==> src/rtl/decod_scan_seq_if.sv <==
// Control and decoder-drive bundle between the scan sequencer and whatever controls it.
// The sequencer takes the slave modport and the controller takes the master modport.
interface decod_scan_seq_if;
    logic        start;
    logic        cont;
    logic        stop;
    logic [15:0] mask;
    logic        a;
    logic        b;
    logic        c;
    logic        d;
    logic        e;
    logic [3:0]  slot;
    logic        busy;
    logic        done;

    modport master (
        output start, cont, stop, mask,
        input  a, b, c, d, e, slot, busy, done
    );

    modport slave (
        input  start, cont, stop, mask,
        output a, b, c, d, e, slot, busy, done
    );
endinterface

==> src/rtl/decod_scan_seq.sv <==
// Scan sequencer feeding a 4-to-16 one-hot decoder: steps through enabled slots in ascending
// order and holds the decoder enable for DWELL cycles per slot, changing the code only while e=0.
module decod_scan_seq #(
    parameter int DWELL   = 4,
    parameter int DWELL_W = 8
) (
    input  logic             clk,
    input  logic             rst_n,
    decod_scan_seq_if.slave  bus
);

    typedef enum logic [1:0] {
        IDLE  = 2'd0,
        SETUP = 2'd1,
        DRIVE = 2'd2,
        DONE  = 2'd3
    } state_t;

    state_t               state_q, state_n;
    logic [3:0]           slot_q, slot_n;
    logic [3:0]           code_q;
    logic [DWELL_W-1:0]   cnt_q, cnt_n;
    logic [15:0]          mask_q, mask_n;
    logic                 cont_q, cont_n;
    logic                 e_q, busy_q, done_q;
    logic [4:0]           first_hit;
    logic [4:0]           next_hit;

    // Returns {found, index} of the lowest set bit of m at or above position from.
    function automatic logic [4:0] pick(input logic [15:0] m, input logic [4:0] from);
        logic [4:0] r;
        r = '0;
        for (int k = 15; k >= 0; k--) begin
            if (m[k] && (k >= int'(from))) begin
                r = {1'b1, k[3:0]};
            end
        end
        return r;
    endfunction

    always_comb begin
        first_hit = pick(bus.mask, 5'd0);
        next_hit  = pick(mask_q, {1'b0, slot_q} + 5'd1);
    end

    always_comb begin
        state_n = state_q;
        slot_n  = slot_q;
        cnt_n   = cnt_q;
        mask_n  = mask_q;
        cont_n  = cont_q;
        unique case (state_q)
            IDLE: begin
                if (bus.start && !bus.stop) begin
                    mask_n = bus.mask;
                    cont_n = bus.cont;
                    if (first_hit[4]) begin
                        state_n = SETUP;
                        slot_n  = first_hit[3:0];
                    end else begin
                        state_n = DONE;
                    end
                end
            end
            SETUP: begin
                if (bus.stop) begin
                    state_n = IDLE;
                end else begin
                    state_n = DRIVE;
                    cnt_n   = DWELL_W'(DWELL - 1);
                end
            end
            DRIVE: begin
                if (bus.stop) begin
                    state_n = IDLE;
                end else if (cnt_q == '0) begin
                    if (next_hit[4]) begin
                        state_n = SETUP;
                        slot_n  = next_hit[3:0];
                    end else begin
                        state_n = DONE;
                    end
                end else begin
                    cnt_n = cnt_q - 1'b1;
                end
            end
            DONE: begin
                state_n = IDLE;
                if (cont_q && !bus.stop) begin
                    mask_n = bus.mask;
                    if (first_hit[4]) begin
                        state_n = SETUP;
                        slot_n  = first_hit[3:0];
                    end
                end
            end
            default: state_n = IDLE;
        endcase
    end

    // Outputs are registered from the next state so e, busy and done line up with the state.
    always_ff @(posedge clk or negedge rst_n) begin
        if (!rst_n) begin
            state_q <= IDLE;
            slot_q  <= '0;
            code_q  <= '0;
            cnt_q   <= '0;
            mask_q  <= '0;
            cont_q  <= 1'b0;
            e_q     <= 1'b0;
            busy_q  <= 1'b0;
            done_q  <= 1'b0;
        end else begin
            state_q <= state_n;
            slot_q  <= slot_n;
            cnt_q   <= cnt_n;
            mask_q  <= mask_n;
            cont_q  <= cont_n;
            if (state_n == SETUP) begin
                code_q <= 4'hF - slot_n;
            end
            e_q     <= (state_n == DRIVE);
            busy_q  <= (state_n == SETUP) || (state_n == DRIVE);
            done_q  <= (state_n == DONE);
        end
    end

    assign bus.a    = code_q[3];
    assign bus.b    = code_q[2];
    assign bus.c    = code_q[1];
    assign bus.d    = code_q[0];
    assign bus.e    = e_q;
    assign bus.slot = slot_q;
    assign bus.busy = busy_q;
    assign bus.done = done_q;

endmodule

==> src/flat_wrapper.sv <==
// flat-port wrapper written by rule: the top's interface ports become plain ports
module decod_scan_seq_flat 
#(
    parameter int DWELL   = 4,
    parameter int DWELL_W = 8
)
  (clk, rst_n, bus_start, bus_cont, bus_stop, bus_mask, bus_a, bus_b, bus_c, bus_d, bus_e, bus_slot, bus_busy, bus_done);
  decod_scan_seq_if bus_i ();
  input  logic clk;
  input  logic rst_n;
  input wire logic [$bits(bus_i.start)-1:0] bus_start;
  input wire logic [$bits(bus_i.cont)-1:0] bus_cont;
  input wire logic [$bits(bus_i.stop)-1:0] bus_stop;
  input wire logic [$bits(bus_i.mask)-1:0] bus_mask;
  output wire logic [$bits(bus_i.a)-1:0] bus_a;
  output wire logic [$bits(bus_i.b)-1:0] bus_b;
  output wire logic [$bits(bus_i.c)-1:0] bus_c;
  output wire logic [$bits(bus_i.d)-1:0] bus_d;
  output wire logic [$bits(bus_i.e)-1:0] bus_e;
  output wire logic [$bits(bus_i.slot)-1:0] bus_slot;
  output wire logic [$bits(bus_i.busy)-1:0] bus_busy;
  output wire logic [$bits(bus_i.done)-1:0] bus_done;
  assign bus_i.start = bus_start;
  assign bus_i.cont = bus_cont;
  assign bus_i.stop = bus_stop;
  assign bus_i.mask = bus_mask;
  assign bus_a = bus_i.a;
  assign bus_b = bus_i.b;
  assign bus_c = bus_i.c;
  assign bus_d = bus_i.d;
  assign bus_e = bus_i.e;
  assign bus_slot = bus_i.slot;
  assign bus_busy = bus_i.busy;
  assign bus_done = bus_i.done;
  decod_scan_seq #(.DWELL(DWELL), .DWELL_W(DWELL_W)) u_core (.clk(clk), .rst_n(rst_n), .bus(bus_i));
endmodule
==> config.mk <==
export PLATFORM = sky130hd
export DESIGN_NAME = decod_scan_seq_flat
export DESIGN_NICKNAME = d
export VERILOG_FILES = /design/src/rtl/decod_scan_seq_if.sv /design/src/rtl/decod_scan_seq.sv /design/src/flat_wrapper.sv
export SDC_FILE = /design/constraint.sdc
export NUM_CORES = 1
export LEC_CHECK = 0
export ABC_CLOCK_PERIOD_IN_PS = 3400
export CELL_PAD_IN_SITES_DETAIL_PLACEMENT = 1
export CELL_PAD_IN_SITES_GLOBAL_PLACEMENT = 2
export CORE_MARGIN = 2
export CORE_UTILIZATION = 35
export DETAILED_ROUTE_END_ITERATION = 8
export DONT_BUFFER_PORTS = 1
export GPL_ROUTABILITY_DRIVEN = 0
export MAX_ROUTING_LAYER = met4
export PLACE_DENSITY = 0.83
export SYNTH_ARGS = -nofsm -noshare
export SYNTH_HDL_FRONTEND = slang
export SYNTH_SLANG_ARGS = --single-unit
==> constraint.sdc <==
create_clock -name clk -period 3.4 [get_ports clk]
set_input_delay 0.34 -clock clk [delete_from_list [all_inputs] [get_ports clk]]
set_output_delay 0.34 -clock clk [all_outputs]
set_load 0.01 [all_outputs]
======== Word-level counts from Yosys, hierarchy flattened ========
Index checks and enable logic that the tools add are counted.
W data, S select, Z words.
cells by class
  add/sub/neg operators ................... 3
  equality and inequality tests ........... 11
  muxes and demuxes ....................... 55
  bitwise logic cells ..................... 0
  $lt $le $gt $ge ......................... 16
  shift-type cells ........................ 0
  $mul .................................... 0
  reduce and logical (&&, ||, !) cells .... 27
  div/mod/pow operators ................... 0
operators by type and width
  operator               number
  $mux W5                32
  $ge A4 B5 Y1 const A   8
  $mux W16               2
  $pmux W16 S2           1
  $mux W4                6
  $mux W8                3
  $ge A3 B5 Y1 const A   4
  $logic_and A1 B1 Y1    18
  $pmux W8 S2            1
  $mux W2                7
  $pmux W4 S3            1
  $ge A1 B5 Y1 const A   2
  $ge A2 B5 Y1 const A   2
  $eq A2 B2 Y1 const B   4
  $logic_not A8 Y1       1
  $pmux W2 S4            1
  $sub A8 B1 Y8 const B  1
  $ne A2 B2 Y1 const B   3
  $add A4 B1 Y5 const B  1
  $eq A2 B1 Y1 const B   2
  $ne A2 B1 Y1 const B   2
  $reduce_and A4 Y1      1
  $reduce_bool A2 Y1     2
  $sub A4 B4 Y4 const A  1
  other kinds (6)        6
word-level totals
  logic and storage cells ................. 121
  latch bits .............................. 0
  output and inout port bits .............. 11
  input bits .............................. 21
  bits in read-only memories .............. 0
  bits in registers ....................... 38
  memories ................................ 0
  memory bits (writable) .................. 0

======== Depth between registers and ports, before layout ========
Gate-level depths: netlist (run 1).
  depth after elaboration ................. 25
  gate-level depth with buffers ........... 16
  mapped depth without buffers ............ 14

======== Worst setup path before layout (run 1) ========
No wires, ideal clock.
  kind .................................... register to register
  start ................................... register (tool-made name)
  end ..................................... register u_core.code_q[0]
  stages on the path, launching flop included .. 17
  required time ........................... 3.318 ns
  data arrival time ....................... 3.306 ns
  path buffers ............................ 2
  library setup time ...................... 0.082 ns
  setup slack ............................. 0.012 ns
  period minus slack after synthesis ...... 3.388 ns
  cell sequence ........................... dfrtp_1 buf_4 inv_1 ha_1 or3b_1 a32oi_1 a31oi_1 nor3_1 inv_2 or2_1 o21ai_1 nand2_1 ha_1 buf_1 o21ai_0 o21ai_0 a31oi_1
RTL lines
  item                  line                   RTL
  end signal, assigned  decod_scan_seq.sv:120  code_q <= 4'hF - slot_n;
  end, declared         decod_scan_seq.sv:21   logic [3:0] code_q;

==> out/results.md, run 1 <==
• 2 — number of cells traversed by the worst hold path
• 0.308 GHz — maximum operating frequency
• buf_4 > ha_1 > or3b_4 > a32oi_1 > a31oi_2 > nor3_2 > inv_2 > or2_1 > o21ai_1 > nand2_1 > ha_2 > o21ai_0 > o21ai_0 > a31oi_1 — CP Cell Sequence
• 2990 um2 — area after detailed placement
• 300 ps — clock insertion delay at the later pin of the skew report
• 1.29 nW — static power due to leakage
• 6520 um — Detail Placement HPWL
• 837 nW/um2 — areal power density over the cells
• 15.7% — share of layout cells above drive strength 1
• 8850 um2 — die area
• 39 — largest net degree at the start of global routing
• 94.1 um — Die Height
• sky130_fd_sc_hd__dfrtp_1 — Main synth FF type
• 5 — total CTS buffers
• 32 — count of pins on the block boundary
• 14 — depth of the most critical reg-to-reg path
• sky130_fd_sc_hd__dfrtp_1, sky130_fd_sc_hd__mux2_2, sky130_fd_sc_hd__ha_1 — dominant cells by area after synthesis
• 5.96 — post-DR vias/cell
• 14300 um — first-pass GRT wire length
• 43.0% — fraction of power spent switching nets
• 2 — number of buffers on the longest clock path
• 2656 — detailed-route via count
• 916 — number of filler cells placed in the layout
• 1.54 mW — Internal Power
• 0 — count of endpoints failing setup in the final report
• 3470 ps — data arrival time of the critical path
• 131 — first-iteration detailed-routing DRC count
• 705 ps — worst-margin pin slew
• 21.3% — GR Util All Layers
• 8.53 um2 — synthesized area divided by synthesized cell count
• 7.31 ps — Clock Skew
• 0 — number of pins with negative max-slew slack in the final report
• reg2reg — critical path type
• 90 ps — Clock Pin Slew Worst Setup and Hold Paths
• 446 — fin cells
• 0 — Syn. warnings
• 1.16 mW — net switching component of the power
• 0 — Antenna Cells
• built — CTS tree
• 51.2% — combinational group share of total power
• 3220 um2 — post-route design area
• 8730 um — Post-Route WL
• 7810 um2 — core area
• 36.4% — effective utilization at floorplan
• 10 — crit path max fanout
• 0 — number of antenna violations at the first check in global routing
• 1800 um2 — footprint of the multi-input gates
• 52.6% — Slew headroom
• 38 — post-synthesis sequential element count
• 2670 — number of global-route vias before repair
• 100% — fraction of synthesis flops using an asynchronous set or reset pin
• 0 — number of remaining DRC errors
• 376 — Total Nets Final
• 95.4% — share of the clock period used by the worst path after layout
• 33.5% — share of the synthesized area in the top cell type
• sky130_fd_sc_hd__clkbuf_8 — cell chosen for the clock root
• complete, no violations — run status
• 19.6 um — Routed WL per cell
• 0 — count of endpoints failing hold in the final timing report
• 2840 um2 — cell area after synthesis
• 0 — # port buffers
• 0 — overall overflow remaining after global route
• 366 — Synthesized Nets
• 32 — number of cell rows
• simple AND/OR/NAND/NOR gates — category of cells accounting for the largest share of critical-path delay
• 67 — library cells used by synthesis
• 3630 ps — endpoint required time on the critical path
• 14 — Critical Path Stages
• register — sort of element at the start of the critical path
• sky130_fd_sc_hd__o21ai_0 — cell repeated most along the worst path
• in2reg — worst min-delay path category
• 951 um2 — total area of sequential cells
• 38 — Sink Count
• 4 — number of iterations in the first detailed-routing pass
• 333 — count of mapped cells out of synthesis
• 435 — total placed cells including tap cells
• sky130_fd_sc_hd__dfrtp_1, sky130_fd_sc_hd__nor2_1, sky130_fd_sc_hd__nand2_1 — Commonest cells post-synth
• 17.6% — part of the total power dissipated in the clock network
• 465 uV — largest voltage drop on the vdd net
• 33.5% — Seq/Total Area, Yosys
• 31.2% — portion of total power attributed to sequential cells
• 450 ps — Largest stage delay, worst path
• register — element type at the critical path end
• 0 — number of enable-type register cells in the synthesized netlist
• sky130_fd_sc_hd__dfrtp_1 — largest area contributor in the netlist
• 13.4% — synthesis-to-finish area growth
• 2 — H-tree Lvls
• sky130_fd_sc_hd__dfrtp_1 — worst-path cell with the longest stage delay
• 2 — number of buffers and inverters on the critical path
• 0 — max-cap viol count
• 3240 ps — Final min period
• 0 — ANT nets after route
• sky130_fd_sc_hd__dfrtp_1 — most common cell in the netlist
• 94.1 um — horizontal extent of the die
area by class of cell:
type                       instances  area share [%]
inverter                          23            2.68
clock buffer                       5            2.14
clock inverter                     3            2.14
sequential                        38            29.5
tap                              102            3.96
timing repair buffer              14            3.73
multi-input combinational        261            55.8
power by group through the flow:
| stage | clock (mW) | combinational, mW | sequential [mW] |
|---|---|---|---|
| floorplan | 0 | 0.980 | 0.789 |
| global placement | 0 | 1.27 | 0.841 |
| detailed placement | 0 | 1.29 | 0.849 |
| CTS | 0.478 | 1.32 | 0.840 |
| global route | 0.500 | 1.54 | 0.875 |
| finish | 0.474 | 1.38 | 0.843 |
logic make-up after synthesis:
group | Yosys count | synth area share [%]
mux | 16 | 6.25
buf+inv | 34 | 5.15
simple gates | 119 | 21.4
compound gates | 106 | 25.9
flops | 38 | 33.5
fa+ha+maj | 12 | 5.28
xor+xnor | 8 | 2.47
final timing paths:
check                                              from                           end  slack [ps]
setup / recovery                               register  u_core.code_q[0]$_DFFE_PN0N_         160
hold / removal                              bus_mask[8]  u_core.mask_q[8]$_DFFE_PN0P_         170
setup reg to reg                               register  u_core.code_q[0]$_DFFE_PN0N_         160
hold reg to reg            u_core.mask_q[5]$_DFFE_PN0P_  u_core.mask_q[5]$_DFFE_PN0P_         540
max in group asynchronous                         rst_n  u_core.mask_q[8]$_DFFE_PN0P_        2650
min in group asynchronous                         rst_n    asynchronous set/reset pin         520
worst reg2reg max path, stage by stage (launching register included):
cell	delay (ps)
sky130_fd_sc_hd__dfrtp_1	450
sky130_fd_sc_hd__buf_4	200
sky130_fd_sc_hd__ha_1	260
sky130_fd_sc_hd__or3b_4	410
sky130_fd_sc_hd__a32oi_1	230
sky130_fd_sc_hd__a31oi_2	170
sky130_fd_sc_hd__nor3_2	270
sky130_fd_sc_hd__inv_2	80
sky130_fd_sc_hd__or2_1	280
sky130_fd_sc_hd__o21ai_1	180
sky130_fd_sc_hd__nand2_1	80
sky130_fd_sc_hd__ha_2	250
sky130_fd_sc_hd__o21ai_0	80
sky130_fd_sc_hd__o21ai_0	100
sky130_fd_sc_hd__a31oi_1	140
layout by cell type (no fill, tap or decap), drive strengths merged, types with 3 or more instances in the layout:
master,instances
xnor2,6
clkbuf,5
and3,5
a22oi,3
nor4,8
and2,4
ha,12
o311ai,3
nand3,7
a21boi,4
a31oi,7
inv,23
o21bai,4
o22ai,5
nor3,6
a21oi,22
buf,13
nand2,26
nand2b,11
nor2,34
mux2,14
o21ai,21
dfrtp,38
or3b,3
nor2b,5
o31ai,5
per-stage QoR:
step | utilization, % | hold slack (ps) | TNS [ps] | worst slack (ps) | power (mW)
final | 41.3 | 170 | 0 | 157 | 2.70
after global routing | 41.3 | 174 | -9.37 | -9.37 | 2.91
after CTS | 40.7 | 168 | 0 | 6.98 | 2.64
after detailed placement | 38.3 | 45.4 | -9.17 | -9.17 | 2.14
after global placement | 38.3 | 45.3 | 0 | 176 | 2.11
after floorplan | - | 44.4 | 0 | 12.4 | 1.77
routing by layer:
metal / routed length [um] / global-route usage, % / vias up
met5: 0 / - / -
met4: 110 / 5.19 / 0
met3: 617 / 4.41 / 9
met2: 4040 / 32.8 / 73
met1: 3960 / 28.9 / 1325
li1: - / - / 1249
timing repair:
item / 4_1_cts / 5_1_grt
setup endpoints to repair: 1 / 4
pin swaps: 0 / 5
hold endpoints to repair: 38 / 0
gates resized for setup: 2 / 8
hold buffers: 2 / 0
setup buffers: 0 / 1
No activity file was read; power rests on OpenSTA's default activity.
==> run 2, diff against run 1 <==
--- a/config.mk
+++ b/config.mk
@@ -13,6 +13,7 @@
 export DETAILED_ROUTE_END_ITERATION = 8
 export DONT_BUFFER_PORTS = 1
 export GPL_ROUTABILITY_DRIVEN = 0
+export HOLD_SLACK_MARGIN = 0.08
 export MAX_ROUTING_LAYER = met4
 export PLACE_DENSITY = 0.83
 export SYNTH_ARGS = -nofsm -noshare
==> results of run 2 <==
No change in the layout: final DEF, timing and power equal those of run 1.
